<file path="src/rtl/bpu_update_sched.sv">
// rtl/bpu_update_sched.sv - in-order BHT/BTB update scheduler with starvation guard
module bpu_update_sched #(
   parameter int BHTBTB_INDEX_WIDTH = 9,
   parameter int DEPTH              = 4,
   parameter int STALL_LIMIT        = 8
) (
   input  logic                            clock,
   input  logic                            reset,
   input  logic                            req0_valid,
   output logic                            req0_ready,
   input  logic [31:0]                     req0_pc,
   input  logic                            req0_inc,
   input  logic                            req0_dec,
   input  logic                            req0_btb_we,
   input  logic [31:0]                     req0_target,
   input  logic                            req1_valid,
   output logic                            req1_ready,
   input  logic [31:0]                     req1_pc,
   input  logic                            req1_inc,
   input  logic                            req1_dec,
   input  logic                            req1_btb_we,
   input  logic [31:0]                     req1_target,
   input  logic                            btb_rd_busy,
   output logic                            fetch_hold,
   output logic                            bht_write_enable,
   output logic                            bht_valid_in,
   output logic                            bht_write_inc,
   output logic                            bht_write_dec,
   output logic [BHTBTB_INDEX_WIDTH-1:0]   bht_write_index,
   output logic [1:0]                      bht_write_counter_select,
   output logic                            btb_ce,
   output logic                            btb_we,
   output logic [BHTBTB_INDEX_WIDTH-1:0]   btb_write_index,
   output logic [128:0]                    btb_wmask,
   output logic [128:0]                    btb_din,
   output logic [$clog2(DEPTH):0]          occupancy,
   output logic [31:0]                     stall_cnt_total
);

   localparam int PW  = $clog2(DEPTH);
   localparam int OW  = PW + 1;
   localparam int CW  = $clog2(STALL_LIMIT) + 1;
   localparam int PCW = BHTBTB_INDEX_WIDTH + 2;
   localparam logic [OW-1:0] DEPTH_V  = OW'(DEPTH);
   localparam logic [CW-1:0] LIMIT_M1 = CW'(STALL_LIMIT - 1);

   typedef struct packed {
      logic [PCW-1:0] pc;
      logic           inc;
      logic           dec;
      logic           btb_we;
      logic [31:0]    target;
   } entry_t;

   typedef enum logic [1:0] {S_IDLE, S_DRAIN, S_STALL, S_FORCE} state_t;

   entry_t         mem_q [DEPTH];
   entry_t         mem_d [DEPTH];
   logic [PW-1:0]  head_q, head_d, tail_q, tail_d;
   logic [OW-1:0]  occ_q, occ_d;
   state_t         state_q, state_d;
   logic [CW-1:0]  stall_q, stall_d;
   logic [31:0]    total_q, total_d;
   logic           fetch_hold_q, fetch_hold_d;

   entry_t head_e, entry0, entry1;
   logic   nonempty, issue, blocked, acc0, acc1;

   logic unused_pc_bits;
   assign unused_pc_bits = ^{req0_pc[31:BHTBTB_INDEX_WIDTH+4], req0_pc[1:0],
                             req1_pc[31:BHTBTB_INDEX_WIDTH+4], req1_pc[1:0]};

   assign head_e   = mem_q[head_q];
   assign nonempty = (occ_q != '0);
   assign issue    = nonempty && (!head_e.btb_we || !btb_rd_busy);
   assign blocked  = nonempty && !issue;

   // Ready looks only at registered occupancy, so a full FIFO stays closed on a pop cycle.
   assign req0_ready = (occ_q < DEPTH_V);
   assign req1_ready = ((occ_q + OW'(req0_valid)) < DEPTH_V);
   assign acc0       = req0_valid && req0_ready;
   assign acc1       = req1_valid && req1_ready;

   assign entry0 = '{pc: req0_pc[BHTBTB_INDEX_WIDTH+3:2], inc: req0_inc, dec: req0_dec,
                     btb_we: req0_btb_we, target: req0_target};
   assign entry1 = '{pc: req1_pc[BHTBTB_INDEX_WIDTH+3:2], inc: req1_inc, dec: req1_dec,
                     btb_we: req1_btb_we, target: req1_target};

   always_comb begin
      mem_d  = mem_q;
      tail_d = tail_q;
      if (acc0) begin
         mem_d[tail_d] = entry0;
         tail_d        = tail_d + PW'(1);
      end
      if (acc1) begin
         mem_d[tail_d] = entry1;
         tail_d        = tail_d + PW'(1);
      end
      head_d = head_q + PW'(issue);
      occ_d  = occ_q + OW'(acc0) + OW'(acc1) - OW'(issue);
   end

   always_comb begin
      state_d = state_q;
      stall_d = stall_q;
      total_d = total_q;
      if ((state_q == S_STALL || state_q == S_FORCE) && total_q != '1)
         total_d = total_q + 32'd1;
      case (state_q)
         S_IDLE: begin
            if (acc0 || acc1) state_d = S_DRAIN;
         end
         S_DRAIN: begin
            if (blocked)             state_d = S_STALL;
            else if (occ_d == '0)    state_d = S_IDLE;
         end
         S_STALL: begin
            if (issue) begin
               stall_d = '0;
               state_d = (occ_d == '0) ? S_IDLE : S_DRAIN;
            end else if (stall_q == LIMIT_M1) begin
               state_d = S_FORCE;
            end else begin
               stall_d = stall_q + CW'(1);
            end
         end
         S_FORCE: begin
            // A busy fetch while held simply keeps us here; the head cannot issue anyway.
            if (issue) begin
               stall_d = '0;
               state_d = (occ_d == '0) ? S_IDLE : S_DRAIN;
            end
         end
         default: state_d = S_IDLE;
      endcase
      fetch_hold_d = (state_d == S_FORCE);
   end

   always_comb begin
      bht_write_enable         = 1'b0;
      bht_valid_in             = 1'b0;
      bht_write_inc            = 1'b0;
      bht_write_dec            = 1'b0;
      bht_write_index          = '0;
      bht_write_counter_select = 2'b00;
      btb_ce                   = 1'b0;
      btb_we                   = 1'b0;
      btb_write_index          = '0;
      btb_wmask                = '0;
      btb_din                  = '0;
      if (issue) begin
         bht_write_enable         = 1'b1;
         bht_valid_in             = 1'b1;
         bht_write_inc            = head_e.inc;
         bht_write_dec            = head_e.dec;
         bht_write_index          = head_e.pc[PCW-1:2];
         bht_write_counter_select = head_e.pc[1:0];
         if (head_e.btb_we) begin
            btb_ce          = 1'b1;
            btb_we          = 1'b1;
            btb_write_index = head_e.pc[PCW-1:2];
            btb_wmask[128]  = 1'b1;
            btb_din[128]    = 1'b1;
            for (int k = 0; k < 4; k++) begin
               if (head_e.pc[1:0] == 2'(k)) begin
                  btb_wmask[32*k +: 32] = '1;
                  btb_din[32*k +: 32]   = head_e.target;
               end
            end
         end
      end
   end

   always_ff @(posedge clock or posedge reset) begin
      if (reset) begin
         head_q       <= '0;
         tail_q       <= '0;
         occ_q        <= '0;
         state_q      <= S_IDLE;
         stall_q      <= '0;
         total_q      <= '0;
         fetch_hold_q <= 1'b0;
      end else begin
         head_q       <= head_d;
         tail_q       <= tail_d;
         occ_q        <= occ_d;
         state_q      <= state_d;
         stall_q      <= stall_d;
         total_q      <= total_d;
         fetch_hold_q <= fetch_hold_d;
      end
   end

   // Storage needs no reset: occupancy gates every read.
   always_ff @(posedge clock) begin
      mem_q <= mem_d;
   end

   assign occupancy       = occ_q;
   assign fetch_hold      = fetch_hold_q;
   assign stall_cnt_total = total_q;

endmodule

</file>
<file path="config.mk">
export PLATFORM = sky130hd
export DESIGN_NAME = bpu_update_sched
export DESIGN_NICKNAME = d
export VERILOG_FILES = /design/src/rtl/bpu_update_sched.sv
export SDC_FILE = /design/constraint.sdc
export NUM_CORES = 1
export LEC_CHECK = 0
export BUFFER_PORTS_ARGS = -buffer_cell sky130_fd_sc_hd__buf_2
export CORE_ASPECT_RATIO = 0.9
export CORE_UTILIZATION = 35
export DETAILED_ROUTE_END_ITERATION = 10
export SKIP_CTS_REPAIR_TIMING = 1
export SYNTH_ARGS = -nofsm -noshare
export SYNTH_HDL_FRONTEND = slang
export SYNTH_SLANG_ARGS = --single-unit
</file>
<file path="constraint.sdc">
create_clock -name clock -period 3.8 [get_ports clock]
set_input_delay 0.57 -clock clock [delete_from_list [all_inputs] [get_ports clock]]
set_output_delay 0.57 -clock clock [all_outputs]
set_load 0.02 [all_outputs]
</file>
==> results of run 1 <==
==> routing by layer <==
layer,wire [um],part of all wire,up-vias,GRT usage
li1,-,-,5163,-
met1,16400,0.43,5025,0.250
met2,18600,0.49,338,0.336
met3,1780,0.047,64,0.0267
met4,964,0.026,6,0.0537
met5,37,0.00098,-,0
==> cell families (layout without fill, tap and decap cells) <==
group,Yosys count,in the layout,share of synthesized area
AND/OR/NAND/NOR,438,438,0.171
buffers and inverters,235,500,0.108
multiplexers,232,232,0.225
flip-flops,230,230,0.375
AO/OA/AOI/OAI,206,206,0.0819
XOR/XNOR,36,36,0.0244
adder cells (fa/ha/maj),14,14,0.0147
other,0,8,0
==> final timing paths <==
check	slack (ns)	cells past startpoint	to	start
worst max-delay path	0.22	7	btb_din[97]	head_q[0]$_DFF_PP0_
worst min-delay path	0.19	3	stall_cnt_total[0]$_DFFE_PP0P_	reset
worst max register to register	0.58	9	state_q[0]$_DFF_PP0_	head_q[0]$_DFF_PP0_
worst min register to register	0.50	1	stall_cnt_total[19]$_DFFE_PP0P_	stall_cnt_total[19]$_DFFE_PP0P_
max in group asynchronous	3.14	3	head_q[0]$_DFF_PP0_	reset
min in group clock	0.28	3	mem_q[73]$_DFF_P_	req1_target[27]
==> worst min-delay path: stages <==
cell and delay (ns):
buf_2 0.09, inv_1 0.04, buf_4 0.49
==> report_power, final <==
group          switching [mW]  internal (mW)  leakage (nW)
Clock                    1.02           1.52         0.427
Combinational            4.19           2.81          5.69
Sequential              0.595           3.55          2.16
Total                    5.80           7.88          8.28
==> synthesized netlist by cell type, types with 4 or more instances <==
master,number,area [sq um]
a21oi_1,9,45.0
and2_1,88,551
and3_1,39,244
buf_1,5,18.8
buf_2,17,85.1
buf_4,129,968
clkbuf_1,65,244
dfrtp_1,46,1150
dfxtp_1,184,3680
ha_1,12,150
inv_1,18,67.6
mux2i_1,184,1840
mux4_2,46,1040
nand2_1,206,773
nand3_1,17,85.1
nand4_1,12,75.1
nor2_1,13,48.8
nor2b_1,33,206
nor3_1,4,20.0
o21ai_0,188,941
or3_1,4,25.0
xnor2_1,25,219
xor2_1,11,96.3
==> cells in the final DEF, fill, tap and decap left out, types with 3 or more instances in the layout <==
cell,synthesis,layout
nand2_1,206,202
nor2b_1,33,33
nand3_1,17,16
clkbuf_1,65,7
clkbuf_8,0,6
dfrtp_1,46,44
o21ai_0,188,188
ha_1,12,12
buf_12,0,3
mux2i_1,184,184
xor2_1,11,11
and3_1,39,35
mux4_2,46,46
and2_1,88,88
clkbuf_16,0,28
or3_1,4,4
clkinv_2,0,3
nor2_1,13,12
nand2_4,0,4
buf_2,17,418
diode_2,0,8
and4_1,3,3
xnor2_1,25,25
nand4_1,12,12
a31oi_1,3,3
buf_4,129,13
inv_1,18,18
dfxtp_1,184,184
nor3_1,4,4
and3_4,0,4
nor4_1,3,3
a21oi_1,9,8
==> sequential cells by signal, indices dropped and copies added, names as in the netlist <==
register and cells:
head_q 2, stall_cnt_total 32, occupancy 3, stall_q 4, fetch_hold 1, tail_q 2, mem_q 184, state_q 2
==> cell type report <==
cell class / count / area, sq um
Antenna cell: 8 / 20.0
Sequential cell: 230 / 4840
Timing Repair Buffer: 435 / 2260
Fill cell: 3537 / 20900
Clock buffer: 41 / 810
Clock inverter: 6 / 58.8
Tap cell: 476 / 596
Inverter: 18 / 67.6
Multi-Input combinational cell: 926 / 6740
==> results by stage, run 1 <==
Outcome:
- The flow ran to the end, and the final reports show no timing, DRC or antenna violations.

Routing:
- The detail route stage leaves a number of antenna-violating nets equal to 0.
- For this run, the detailed router's first-pass iteration total came to 5.
- The routed wire length is between 30000 and 40000 um.
- For this run, design rule violations remaining after detail routing come to 0.
- The routed layout has around 11000 vias.
- The number of design-rule violations left by the first detailed-router iteration is a little over 600.
- After detailed routing, the number of vias per cell comes to just under 5.
- The average detailed-routed wire length per instance is 17.7 um.

Critical path:
- The required time at the endpoint of the critical path is roughly 3.2 ns.
- Counting both buffers and inverters, the worst setup path holds a total of 3.
- The critical-path maximum fanout is 23.
- In this design, the stage delay of the slowest critical-path cell is approximately 0.57 ns.
- For the worst setup path, the data arrival time is between 3 and 4 ns.
- The category of the critical setup timing path is flip-flop to output port.
- The library cell appearing most often on the critical path is buf_4.
- The slowest cell on the critical path is dfrtp_4.
- The nature of the critical path endpoint is an output port.
- The critical path goes through mux4_2, nor3b_2, buf_4, nand3_2, buf_4, nor2b_1, buf_2.
- Broken down by cell family, the worst path's largest delay share belongs to buffers and inverters.
- The kind of launch point of the worst setup path is a flip-flop.

Timing:
- The max-slew violation count is 0.
- The number of failing hold endpoints at the final stage came to 0.
- In the finished design, the share of the clock period the worst path needs comes to 0.942.
- The normalized max-slew margin is 0.298.
- Setup total negative slack on the finished layout was measured at 0 ns.
- Static timing analysis puts the maximum clock frequency at approximately 280 MHz.
- Setup violations remaining at the end of the flow were counted as 0.
- Setup repair after global routing left no endpoint under its margin.
- The post-route worst hold slack is 0.194 ns.
- The minimum clock period after layout is about 3.6 ns.
- In the post-route analysis, the smallest setup slack over all paths is around 0.22 ns.
- Between clock sinks in the finished design, the worst skew comes to about 0.0083 ns.
- At the pin with the least slew margin, the transition time is about 1.1 ns.

Final layout:
- Compared with the post-synthesis result, the final layout area differs by 19.3%.
- The final core utilization is 0.425.
- The fraction of layout cells with a size suffix above 1 is 0.327.
- The number of nets in the layout is ~1800.
- The summed area of non-filler cells in the final layout is around 15000 sq um.
- The final instance count without filler cells is 2140.

Logic synthesis:
- The number of warning messages in the yosys log is 0.
- After synthesis the cells add up to about 13000 sq um.
- After synthesis, the netlist uses 46 different library cells.
- The mean area per synthesized cell is a little over 9 sq um.
- In this run, synthesis inferred 0 flip-flops with an integrated enable.
- Synthesis inferred 230 register bits.
- The number of nets in the synthesized netlist is approximately 1500.
- The post-synthesis cell count is 1391.
- Of all flip-flops after synthesis, the portion carrying an async set or reset was 0.200.
- The share of the Yosys chip area taken by registers is 0.375.
- The prevailing post-synth register cell is dfxtp_1.

Die:
- The die covers 37600 sq um.
- The width of the die is between 200 and 250 um.
- The effective utilization at floorplan is 0.356.
- The vertical die dimension is ~180 um.
- The number of I/O pins is 461.
- The core outline area is ~36000 sq um.
- In this run the core area contains between 60 and 70 standard-cell rows.

Place:
- The placed wire-length estimate is between 20000 and 25000 um.
- Buffers placed on the I/O ports in this run total around 420.
- At the placement stage, the worst setup path has a slack of 0.523 ns.
- The cell count after placement is 2085.
- The cell area after placement is around 15000 sq um.
- The placer congestion estimate is a little over 0.8.

GRT:
- Across every metal layer, demand over resource in global routing totals 0.193.
- The maximum number of pins on one net before global-route repair is 93.
- The via count of the first global-routing pass came to approximately 9700.
- The global-route wire length before repair is 56800 um.
- The initial antenna violation count is 11.
- The total overflow left after global routing is 0.

Power:
- The leakage power summed over all cells is slightly above 8 nW.
- The total power is between 10 and 15 mW.
- The maximum VDD drop is between 0.4 and 0.5 mV.
- For this design the ratio of total power to cell area is about 900 nW/um^2.

Min path:
- The type of the tightest min-delay check is primary input to async pin.

Clocking:
- In this run the number of H-tree levels came out at 1.
- The clock tree from TritonCTS is yes.
- After clock tree synthesis, the clock-pin slew on the worst setup and hold paths is 0.06 ns.
- CTS saw 230 sinks.
- The insertion delay of the later-clocked pin in the worst-skew pair is around 0.53 ns.
- In this run, CTS created clock tree buffers numbering 26.
- The root buffer cell is clkbuf_16.
- The maximum clock path buffer count is 3.

Flow run:
- The number of maximum-capacitance violations is 0.
(Power assumes the default switching activity.)
==> inputs of run 2 (changes only) <==
Settings changed: CAP_MARGIN from default to 20, CORE_ASPECT_RATIO 0.9 to 1.2, REMOVE_ABC_BUFFERS from default to 1.
==> results by stage, run 2 (synthesis results as in run 1) <==
Timing:
- Setup repair after global routing left no endpoint under its margin.
- The number of failing hold endpoints at the final stage is 0.
- Static timing analysis puts the maximum clock frequency at 276 MHz.
- Across all setup checks in the final design, the least slack found is around 0.18 ns.
- For the final database, setup skew stands at ~0.014 ns.
- For the pin with the worst max-slew slack, the measured transition is about 1.1 ns.
- Setup violations remaining at the end of the flow were counted as 0.
- The max-slew violation count is 0.
- For the finished layout, the period the worst path requires is approximately 3.6 ns.
- The share of the clock period used by the worst path is 0.953.
- The normalized max-slew margin is 0.300.

Final layout:
- The signed area change from the synthesized netlist to the final layout is 19.7%.
- Leaving out fill and tap cells, the most frequent cell in the layout is buf_2.
- The top register by number of flip-flops is mem_q.
- In the layout the commonest cells are buf_2, nand2_1, o21ai_0, mux2i_1, dfxtp_1.
- The flip-flop count of the largest register after layout is 184.
- Of the cells placed in the final design, the portion with a size suffix greater than 1 is 0.329.
- The number of nets in the layout is between 1500 and 2000.
- After the flow finishes, the layout carries non-filler instances totaling 2129.

Critical path:
- The largest stage delay on the critical path is around 0.50 ns.
- The critical path goes through mux4_2, nor3b_2, buf_6, and2b_1, and2b_2, buf_12, and2_1, buf_2.
- The slowest cell on the critical path is dfrtp_4.
- The launch point of the critical path is head_q[0]$_DFF_PP0_.
- In this run the critical register-to-register path is captured at state_q[0]$_DFF_PP0_.
- The worst register-to-register path begins at head_q[0]$_DFF_PP0_.
- The endpoint of the most critical setup path is btb_din[14].
- The kind of launch point of the worst setup path is a flip-flop.
- Of all nets on the critical path, the largest fanout is 55.
- The category of the critical setup timing path is flip-flop to output port.
- The worst register-to-register path has a setup slack of 0.70 ns.
- The number of cell instances on the worst register-to-register path is 9.
- The nature of the critical path endpoint is an output port.
- The required time at the endpoint of the critical path is about 3.2 ns.
- At the worst endpoint, the arrival time is about 3.1 ns.

Power:
- The maximum VDD drop is between 0.5 and 0.6 mV.
- In this run the power density over the cells is around 890 nW/um^2.
- The leakage power summed over all cells is slightly above 8 nW.
- The total power is 13.7 mW.

Place:
- The count of buffers from port buffering is around 420.
- Detailed placement ended at an HPWL of about 24000 um.
- Routability-driven placement finished with a final weighted congestion of 0.826.
- The cell count after placement is roughly 2100.
- The minimum setup slack after placement is ~0.66 ns.

Die:
- 461 I/O pins were placed.
- The core region is approximately 36000 sq um.
- The floorplan die area is roughly 38000 sq um.
- The floorplan step set the die height to roughly 210 um.
- The site row count is between 70 and 80.
- The width of the die is 177 um.
- For this configuration, the core starts out at a cell density of 0.357.

GRT:
- The via count of the first global-routing pass is between 9000 and 10000.
- The global routing usage summed across all routing layers is 0.191.
- The initial antenna violation count is 8.
- The total grt overflow is 0.
- The maximum number of pins on one net before global-route repair is 93.
- The global-route wire length before repair is ~56000 um.

Clocking:
- The clock tree from TritonCTS is yes.
- The maximum level of the CTS H-tree is 1.
- Clock tree synthesis selected as its root buffer the cell clkbuf_16.
- The clock slew at the register clock pins of the worst setup and hold paths is 0.06 ns.
- The CTS sink count is 230.
- The clock reaches the later pin of the worst-skew pair after 0.53 ns.
- The total CTS buffers is 27.
- The maximum clock path buffer count is 3.

Routing:
- In the routed design, unresolved DRC markers number 0.
- The count of nets left with antenna violations once routing finished came out at 0.
- Summing over every cut layer, the via total after detailed routing is between 10000 and 15000.
- The average detailed-routed wire length per instance is ~17 um.
- For this block, the initial DRC count from the detailed router was between 500 and 600.
- The first detailed-routing pass took 5 iterations.
- Dividing the detail-routed via count by the number of cells gives just under 5.
- Wires add up to around 37000 um.

Outcome:
- The run finished with clean final reports.

Flow run:
- Across the run, the number of max-cap violations was 0.

Min path:
- The path class of the tightest hold or removal check is primary input to async pin.
[run 2: changes by cell type in the layout (fill, tap and decap cells not counted)]
cell,previous run,this run
clkbuf_8,6,9
and2b_2,0,1
clkinv_4,0,1
inv_4,1,0
diode_2,8,3
buf_12,3,4
bufinv_16,1,2
inv_1,18,17
clkinv_2,3,1
and2b_4,1,0
[run 2: layer usage]
layer  wire, um  global-route usage
met1      16000               0.239
met2      17900               0.334
met3       2570              0.0413
met4        473              0.0377
met5         82                   0
[run 2: critical path, delay by kind of cell, from the launching register on]
family	cells	cell delay, ns
flops	1	0.50
simple gates	4	0.99
mux	1	0.38
buf+inv	3	0.62
[run 2: how the worst min path moves through the flow]
stage / start / to / cells past startpoint
floorplan: stall_q[1]$_DFFE_PP0P_ / stall_q[1]$_DFFE_PP0P_ / 1
global placement: stall_cnt_total[5]$_DFFE_PP0P_ / stall_cnt_total[5]$_DFFE_PP0P_ / 1
detailed placement: stall_cnt_total[5]$_DFFE_PP0P_ / stall_cnt_total[5]$_DFFE_PP0P_ / 1
CTS: reset / stall_cnt_total[10]$_DFFE_PP0P_ / 2
global route: reset / stall_cnt_total[14]$_DFFE_PP0P_ / 2
finish: reset / stall_cnt_total[10]$_DFFE_PP0P_ / 2
[run 2: where the power goes]
part / switching (mW) / internal [mW] / leakage, nW
clock network: 1.01 / 1.65 / 0.454
registers: 0.579 / 3.55 / 2.16
logic: 4.13 / 2.82 / 5.69
[run 2: cell type report]
class	instances	area [sq um]
well taps	468	586
fillers	3596	20700
clock buffers	44	851
inverters	18	71.3
repair buffers	436	2280
multi-input cells	926	6740
clock inverters	4	73.8
flip-flops and latches	230	4840
diodes	3	7.51
[run 2: stage by stage]
step,hold WS [ns],setup TNS (ns),instance area (sq um),utilization
detailed placement,0.510,0,14500,0.402
floorplan,0.484,-1424.67,11600,-
CTS,0.211,0,15400,0.427
global placement,0.505,0,14500,0.402
global route,0.268,0,15400,0.427
finish,0.200,0,15500,0.428
